File: config.mk
export PLATFORM = sky130hd
export DESIGN_NAME = seq_divider
export DESIGN_NICKNAME = d
export VERILOG_FILES = /design/src/rtl/seq_divider.sv
export SDC_FILE = /design/constraint.sdc
export NUM_CORES = 1
export LEC_CHECK = 0
export BUFFER_PORTS_ARGS = -buffer_cell sky130_fd_sc_hd__buf_2
export CAP_MARGIN = 30
export CORE_MARGIN = 2
export CORE_UTILIZATION = 50
export CTS_BUF_LIST = sky130_fd_sc_hd__clkbuf_4 sky130_fd_sc_hd__clkbuf_8
export DETAILED_ROUTE_END_ITERATION = 7
export PLACE_DENSITY = 0.73
export SYNTH_ARGS = -nofsm -noshare
export SYNTH_HDL_FRONTEND = slang
export SYNTH_SLANG_ARGS = --single-unit
File: constraint.sdc
create_clock -name clk -period 5.4 [get_ports clk]
set_input_delay 0.81 -clock clk [delete_from_list [all_inputs] [get_ports clk]]
set_output_delay 0.81 -clock clk [all_outputs]
set_load 0.01 [all_outputs]
File: src/rtl/seq_divider.sv
// Unsigned radix-2 restoring divider: one quotient bit per clock, trial subtraction
// through a ripple-carry adder. Results and the divide-by-zero flag hold until the next operation completes.

module RCA #(
    parameter int W = 9
) (
    input  logic [W-1:0] a,
    input  logic [W-1:0] b,
    input  logic         cin,
    output logic [W-1:0] s
);
    logic [W-1:0] c;

    assign c[0] = cin;

    for (genvar i = 0; i < W; i++) begin : g_bit
        assign s[i] = a[i] ^ b[i] ^ c[i];
        if (i < W - 1) begin : g_carry
            assign c[i+1] = (a[i] & b[i]) | (a[i] & c[i]) | (b[i] & c[i]);
        end
    end
endmodule

module seq_divider #(
    parameter int N = 8
) (
    input  logic         clk,
    input  logic         rst,
    input  logic         start,
    input  logic [N-1:0] dividend,
    input  logic [N-1:0] divisor,
    output logic         busy,
    output logic         done,
    output logic [N-1:0] quotient,
    output logic [N-1:0] remainder,
    output logic         div_by_zero
);
    localparam int CW = $clog2(N + 1);

    typedef enum logic [1:0] {
        IDLE = 2'd0,
        CALC = 2'd1,
        DONE = 2'd2
    } state_t;

    state_t         state_q, state_d;
    logic [N:0]     a_q, a_d;
    logic [N-1:0]   q_q, q_d;
    logic [N-1:0]   m_q, m_d;
    logic [CW-1:0]  cnt_q, cnt_d;
    logic [N-1:0]   quot_q, quot_d;
    logic [N-1:0]   rem_q, rem_d;
    logic           dbz_q, dbz_d;

    logic [N:0]     a_sh;
    logic [N-1:0]   q_sh;
    logic [N:0]     diff;
    logic           fits;

    // {A,Q} shifted left as one register; A is wide enough that this never overflows.
    assign a_sh = (a_q << 1) | {{N{1'b0}}, q_q[N-1]};
    assign q_sh = q_q << 1;

    RCA #(.W(N + 1)) u_sub (
        .a   (a_sh),
        .b   (~{1'b0, m_q}),
        .cin (1'b1),
        .s   (diff)
    );

    assign fits = ~diff[N];

    always_comb begin
        state_d = state_q;
        a_d     = a_q;
        q_d     = q_q;
        m_d     = m_q;
        cnt_d   = cnt_q;
        quot_d  = quot_q;
        rem_d   = rem_q;
        dbz_d   = dbz_q;

        case (state_q)
            CALC: begin
                a_d   = fits ? diff : a_sh;
                q_d   = {q_sh[N-1:1], fits};
                cnt_d = cnt_q - 1'b1;
                if (cnt_q == CW'(1)) begin
                    quot_d  = q_d;
                    rem_d   = a_d[N-1:0];
                    dbz_d   = 1'b0;
                    state_d = DONE;
                end
            end
            default: begin
                // IDLE and DONE accept a new request identically, giving back-to-back issue.
                state_d = IDLE;
                if (start) begin
                    if (divisor == '0) begin
                        quot_d  = '1;
                        rem_d   = dividend;
                        dbz_d   = 1'b1;
                        state_d = DONE;
                    end else begin
                        a_d     = '0;
                        q_d     = dividend;
                        m_d     = divisor;
                        cnt_d   = CW'(N);
                        state_d = CALC;
                    end
                end
            end
        endcase
    end

    always_ff @(posedge clk or posedge rst) begin
        if (rst) begin
            state_q <= IDLE;
            a_q     <= '0;
            q_q     <= '0;
            m_q     <= '0;
            cnt_q   <= '0;
            quot_q  <= '0;
            rem_q   <= '0;
            dbz_q   <= 1'b0;
        end else begin
            state_q <= state_d;
            a_q     <= a_d;
            q_q     <= q_d;
            m_q     <= m_d;
            cnt_q   <= cnt_d;
            quot_q  <= quot_d;
            rem_q   <= rem_d;
            dbz_q   <= dbz_d;
        end
    end

    assign busy        = (state_q == CALC);
    assign done        = (state_q == DONE);
    assign quotient    = quot_q;
    assign remainder   = rem_q;
    assign div_by_zero = dbz_q;
endmodule

==> results of run 1 <==
==> cell usage after synthesis, drive strengths merged (2+ instances only) <==
master and n:
dfrtp 47, inv 14, nand2b 6, fa 7, nor2b 2, a21boi 7, mux2 22, ha 3
a21oi 10, o21ai 4, buf 10, nand3 19, o311ai 16, nor2 4, mux2i 2, clkbuf 3
nor4 2, nor3b 2, nand2 21
==> per-stage QoR <==
step	utilization, %	std cells	cell area, sq um
2_1_floorplan	-	207	2430
5_1_grt	58.1	308	2750
3_3_place_gp	55.5	300	2620
4_1_cts	58.1	308	2750
6_report	58.1	308	2750
3_5_place_dp	55.9	301	2640
==> sequential cells by signal, indices dropped and copies added (netlist names) <==
signal	count
q_q	8
remainder	8
m_q	8
cnt_q	4
div_by_zero	1
state_q	2
quotient	8
a_q	8
==> cell families after synthesis <==
| logic type | after synthesis |
|---|---|
| compound gates | 39 |
| xor+xnor | 2 |
| fa+ha+maj | 10 |
| buf+inv | 27 |
| flops | 47 |
| mux | 24 |
| simple gates | 58 |
==> area by class of cell <==
cell class	instances	area, sq um
multi-input combinational	133	1110
timing repair buffer	40	220
tap	67	83.8
clock buffer	6	76.3
clock inverter	1	30.0
sequential	47	1180
inverter	14	52.6
fill	416	1980
==> power by group through the flow <==
| stage | Sequential (mW) | Combinational (mW) | Clock (mW) |
|---|---|---|---|
| 3_5_place_dp | 0.659 | 0.964 | 0 |
| 4_1_cts | 0.653 | 0.963 | 0.258 |
| 5_1_grt | 0.676 | 1.08 | 0.273 |
| 3_3_place_gp | 0.654 | 0.919 | 0 |
| 6_report | 0.652 | 0.954 | 0.250 |
| 2_1_floorplan | 0.659 | 0.719 | 0 |
==> worst register-to-register path: stages, from the launching register on <==
cell and delay (ns):
dfrtp_1 0.38, inv_1 0.05, ha_1 0.19, fa_1 0.39
fa_1 0.39, fa_1 0.39, fa_1 0.39, fa_1 0.39
fa_1 0.39, fa_1 0.42, xor2_2 0.56, buf_4 0.26
o311ai_0 0.14, mux2_4 0.29
==> worst min path at each step <==
stage                     cells after the start                       to
after CTS                                     2  div_by_zero$_DFFE_PP0P_
after detailed placement                      2  div_by_zero$_DFFE_PP0P_
after global routing                          2       q_q[4]$_DFFE_PP0P_
after global placement                        2  div_by_zero$_DFFE_PP0P_
final                                         2   state_q[0]$_DFFE_PP0P_
after floorplan                               1       m_q[0]$_DFFE_PP0P_
==> metal layers <==
metal  part of all wire [%]  vias to the layer above
met5                      0                        -
met4                   0.78                        0
met3                    3.8                        5
met2                     49                       41
met1                     46                      814
li1                       -                      802
==> cell usage in the layout, fill, tap and decap left out, types with 2 or more instances in the layout <==
master / n
dfrtp_1: 47
buf_2: 37
nand2_1: 19
nand3_1: 18
o311ai_0: 16
mux2_2: 15
inv_1: 12
a21oi_1: 10
mux2_4: 7
fa_1: 7
nand2b_1: 6
a21boi_0: 6
clkbuf_8: 5
nor2_1: 4
o21ai_0: 4
ha_1: 3
nor4_4: 2
inv_2: 2
mux2i_1: 2
nor2b_1: 2
nor3b_1: 2
buf_4: 2
==> results_dict.tcl, run 1 <==
set metrics [dict create \
    grt_first_pass_wirelength_um 7820 \
    dpl.hpwl_um 3460 \
    start_util_pct 51.5 \
    post-route-min-period_ns 4.75 \
    synth-xor-area-share_pct 1.03 \
    area_growth_syn_to_layout_pct 12.9 \
    yosys.area.top_type "dfrtp_1" \
    ys.warnings.count 0 \
    crit_cells 13 \
    core_area_sq_mm 0.00472 \
    die_x_um 73.8 \
    cp_top_family "adder cells" \
    fin_skew_ns 0.00622 \
    cp-startpoint "q_q[7]$_DFFE_PP0P_" \
    nets 270 \
    cp_common_cell "fa_1" \
    dr.pass1.iters 4 \
    finalSetupViolations 0 \
    post_cts_buffers 0 \
    numCtsBuffers 5 \
    root_buffer "clkbuf_8" \
    layout_setup_ws_ns 0.649 \
    min_path_type "primary input to asynchronous set/reset pin" \
    rsz0062_at_grt "no" \
    synthTopCellsByArea "dfrtp_1, mux2_2, fa_1" \
    max_stage_delay_ns 0.56 \
    synth_flop_cell "dfrtp_1" \
    synth_top_area_share_pct 48.3 \
    synth_nets 236 \
    synthMuxAreaShare_pct 12.1 \
    ctsResizeCount 0 \
    cts_tree "done" \
    via_per_inst 5.40 \
    power_mw 1.86 \
    fin_crit_sh_pct 88.0 \
    finalHoldViolCount 0 \
    status "finished, final reports clean" \
    p_leak_nw 1.22 \
    cp.arrival_ns 4.93 \
    max_freq_mhz 210 \
    routabilityCongestion 0.861 \
    row_count 25 \
    clkPwrFrac_pct 13.5 \
    die_y_um 73.8 \
    ir_drop_mv 0.497 \
    netlist_area_sq_mm 0.00243 \
    ios 38 \
    routedWlPerCell_um 15.1 \
    maxCapViolCount 0 \
    p_int_mw 1.12 \
    cellPowerDensity_mw_per_mm2 676 \
    die_area_sq_mm 0.00544 \
    met1_usage_pct 27.2 \
    cp-endpoint "remainder[1]$_DFFE_PP0P_" \
    cts_buffer_depth 2 \
    fin_setup_tns_ns 0 \
    use_met3_pct 4.25 \
    ys_seq_area_share_pct 48.3 \
    drt_wl_total_um 4640 \
    netlist_instances 207 \
    synthSimpleGateAreaFrac_pct 13.5 \
    grt_max_degree 46 \
    postSynth.asyncResetShare_pct 100 \
    synth-compound-area-share_pct 11.6 \
    p_sw_share_pct 39.7 \
    worstMarginPinSlew_ns 0.950 \
    cp.required_ns 5.58 \
    grt_overflow_total 0 \
    cts_max_level 2 \
    antenna_cells 0 \
    r2r_cells 13 \
    ctsHoldBuffers 0 \
    slew-limit-headroom_pct 36.5 \
    synth_adder_area_share_pct 7.30 \
    crit_path_end_kind "register" \
    pwr-share-seq_pct 35.1 \
    num_vias 1662 \
    path_cells "inv_1 > ha_1 > fa_1 > fa_1 > fa_1 > fa_1 > fa_1 > fa_1 > fa_1 > xor2_2 > buf_4 > o311ai_0 > mux2_4" \
    drive_gt1_share_pct 32.8 \
    syn_area_per_cell_sq_um 11.8 \
    portBuffers 37 \
    crit_type "register to register" \
    final_max_slew_viol_count 0 \
    critical_path.slowest_cell "xor2_2" \
    yosysUniqueCellTypes 34 \
    path_buf_inv 2 \
    timing.rr.end "remainder[1]$_DFFE_PP0P_" \
    antenna_found_initial 0 \
    grt_pass1_vias 1616 \
    critPathMaxFanout 17 \
    cts_sinks 47 \
    clkLatencyLatePin_ns 0.29 \
    r2r_slack_ns 0.65 \
    power_frac_comb_pct 51.4 \
    ant_nets 0 \
    cp-start-kind "register" \
    synth_top_family_by_area "simple AND/OR/NAND/NOR gates" \
    reg2reg_from "q_q[7]$_DFFE_PP0P_" \
    grt_util_all_layers_pct 19.0 \
    fin_hold_ws_ns 0.435 \
    post-route-drc-count 0 \
    gr-max-usage-layer "met2" \
    p_sw_uw 736 \
    synth-seq-cells 47 \
    dp_slack_ns 0.657 \
    gr-usage-met2_pct 29.8 \
    drt_iter0_markers 142 \
    synth_edf_count 0 \
    path_clk_slew_ns 0.08 \
]
(Power assumes the default switching activity.)
==> inputs of run 2 (changes only) <==
CORE_UTILIZATION = 58   (was 50)
PLACE_DENSITY = 0.82   (was 0.73)
==> results_dict.tcl, run 2 (same netlist as run 1, synthesis figures left out) <==
set metrics [dict create \
    num_vias 1692 \
    finalCoreUtilization_pct 67.6 \
    cp_top_family "adder cells" \
    dr.pass1.iters 4 \
    post-route-min-period_ns 4.50 \
    grt_max_degree 46 \
    crit_type "register to register" \
    routedWlPerCell_um 15.5 \
    routabilityCongestion 0.762 \
    critPathMaxFanout 19 \
    critical_path.slowest_cell "fa_1" \
    max_stage_delay_ns 0.42 \
    via_per_inst 5.79 \
    pwr-share-seq_pct 35.8 \
    post-route-drc-count 0 \
    cp-start-kind "register" \
    p_int_mw 1.10 \
    final_cell_mix "dfrtp_1, buf_2, nand2_1" \
    path_cells "inv_1 > ha_1 > fa_1 > fa_1 > fa_1 > fa_1 > fa_1 > fa_1 > fa_1 > xor2_2 > buf_4 > o311ai_0 > mux2_4" \
    power_frac_comb_pct 51.6 \
    r2r_slack_ns 0.90 \
    path_buf_inv 2 \
    cts_sinks 47 \
    ctsHoldBuffers 0 \
    cts_tree "done" \
    max_freq_mhz 222 \
    core_area_sq_mm 0.00403 \
    cp_common_cell "fa_1" \
    post_cts_buffers 0 \
    grt_pass1_vias 1462 \
    crit_cells 13 \
    numCtsBuffers 5 \
    drt_wl_total_um 4530 \
    area_growth_syn_to_layout_pct 11.9 \
    clkLatencyLatePin_ns 0.29 \
    place_inst 284 \
    fin_setup_tns_ns 0 \
    crit_path_end_kind "register" \
    timing.rr.end "remainder[2]$_DFFE_PP0P_" \
    drive_gt1_share_pct 33.1 \
    grt_first_pass_wirelength_um 7290 \
    root_buffer "clkbuf_8" \
    cts_buffer_depth 2 \
    antenna_cells 0 \
    die_area_sq_mm 0.00473 \
    min_path_type "register to register" \
    p_sw_share_pct 39.9 \
    nets 270 \
    ir_drop_mv 0.280 \
    p_leak_nw 1.22 \
    die_x_um 68.8 \
    ant_nets 0 \
    grt_util_all_layers_pct 21.4 \
    portBuffers 37 \
    antenna_found_initial 0 \
    cellPowerDensity_mw_per_mm2 670 \
    ios 38 \
    r2r_cells 13 \
    cp-startpoint "q_q[7]$_DFFE_PP0P_" \
    layout_commonest_cell "dfrtp_1" \
    die_y_um 68.8 \
    p_sw_uw 727 \
    finalSetupViolations 0 \
    ctsResizeCount 0 \
    cp-endpoint "remainder[2]$_DFFE_PP0P_" \
    final_cell_count_no_fill 292 \
    drt_iter0_markers 194 \
    rsz0062_at_grt "no" \
    cp.arrival_ns 4.69 \
    reg2reg_from "q_q[7]$_DFFE_PP0P_" \
    fin_skew_ns 0.00676 \
    status "finished, final reports clean" \
    clkPwrFrac_pct 12.7 \
    cts_max_level 2 \
    row_count 23 \
    grt_overflow_total 0 \
    maxCapViolCount 0 \
    fin_crit_sh_pct 83.4 \
    dpl.hpwl_um 3270 \
    cp.required_ns 5.59 \
    slew-limit-headroom_pct 30.0 \
    final_max_slew_viol_count 0 \
    path_clk_slew_ns 0.08 \
    start_util_pct 60.4 \
    worstMarginPinSlew_ns 1.05 \
    finalHoldViolCount 0 \
]
==> run 2: cell types whose count changed in the layout (fill, tap and decap cells not counted), sizes merged <==
cell and delta:
clkbuf +2, bufinv -1
==> run 2: how the worst min path moves through the flow <==
| stage | slack [ns] | to | startpoint | cells past startpoint |
|---|---|---|---|---|
| floorplan | 0.49 | m_q[0]$_DFFE_PP0P_ | m_q[0]$_DFFE_PP0P_ | 1 |
| global placement | 0.46 | div_by_zero$_DFFE_PP0P_ | div_by_zero$_DFFE_PP0P_ | 2 |
| detailed placement | 0.46 | div_by_zero$_DFFE_PP0P_ | div_by_zero$_DFFE_PP0P_ | 2 |
| CTS | 0.48 | div_by_zero$_DFFE_PP0P_ | div_by_zero$_DFFE_PP0P_ | 2 |
| global route | 0.51 | div_by_zero$_DFFE_PP0P_ | div_by_zero$_DFFE_PP0P_ | 2 |
| finish | 0.48 | div_by_zero$_DFFE_PP0P_ | div_by_zero$_DFFE_PP0P_ | 2 |
==> run 2: through the flow <==
step	worst slack, ns	instance area (sq um)	total power, mW	hold slack [ns]
after global placement	0.983	2600	1.56	0.460
after detailed placement	0.907	2620	1.60	0.464
after global routing	0.719	2720	2.00	0.514
after floorplan	1.19	2430	1.38	0.486
final	0.899	2720	1.82	0.477
after CTS	0.909	2720	1.84	0.482
==> run 2: worst reg2reg max path, cell delays in order, from the launching register on <==
cell and delay, ns:
dfrtp_1 0.37, inv_1 0.05, ha_1 0.19, fa_1 0.38, fa_1 0.41, fa_1 0.40, fa_1 0.39, fa_1 0.39
fa_1 0.39, fa_1 0.42, xor2_2 0.30, buf_4 0.27, o311ai_0 0.16, mux2_4 0.29
==> run 2: layout make-up <==
type	instances	area [sq um]
fill	302	1310
sequential	47	1180
timing repair buffer	40	220
multi-input combinational	133	1110
tap	50	62.6
inverter	14	52.6
clock buffer	8	104
==> run 2: layer usage <==
layer	global-route usage, %	routed length (um)	vias up
met5	0	0	-
met4	7.84	65	0
met3	4.06	223	5
met2	29.6	2010	55
met1	33.3	2230	829
li1	-	-	803
==> run 2: power groups by stage <==
stage                     clock network [mW]  registers [mW]  logic [mW]
after floorplan                            0           0.659       0.719
after global placement                     0           0.651       0.913
after detailed placement                   0           0.658       0.945
after CTS                              0.238           0.652       0.945
after global routing                   0.253           0.676        1.07
final                                  0.231           0.652       0.940
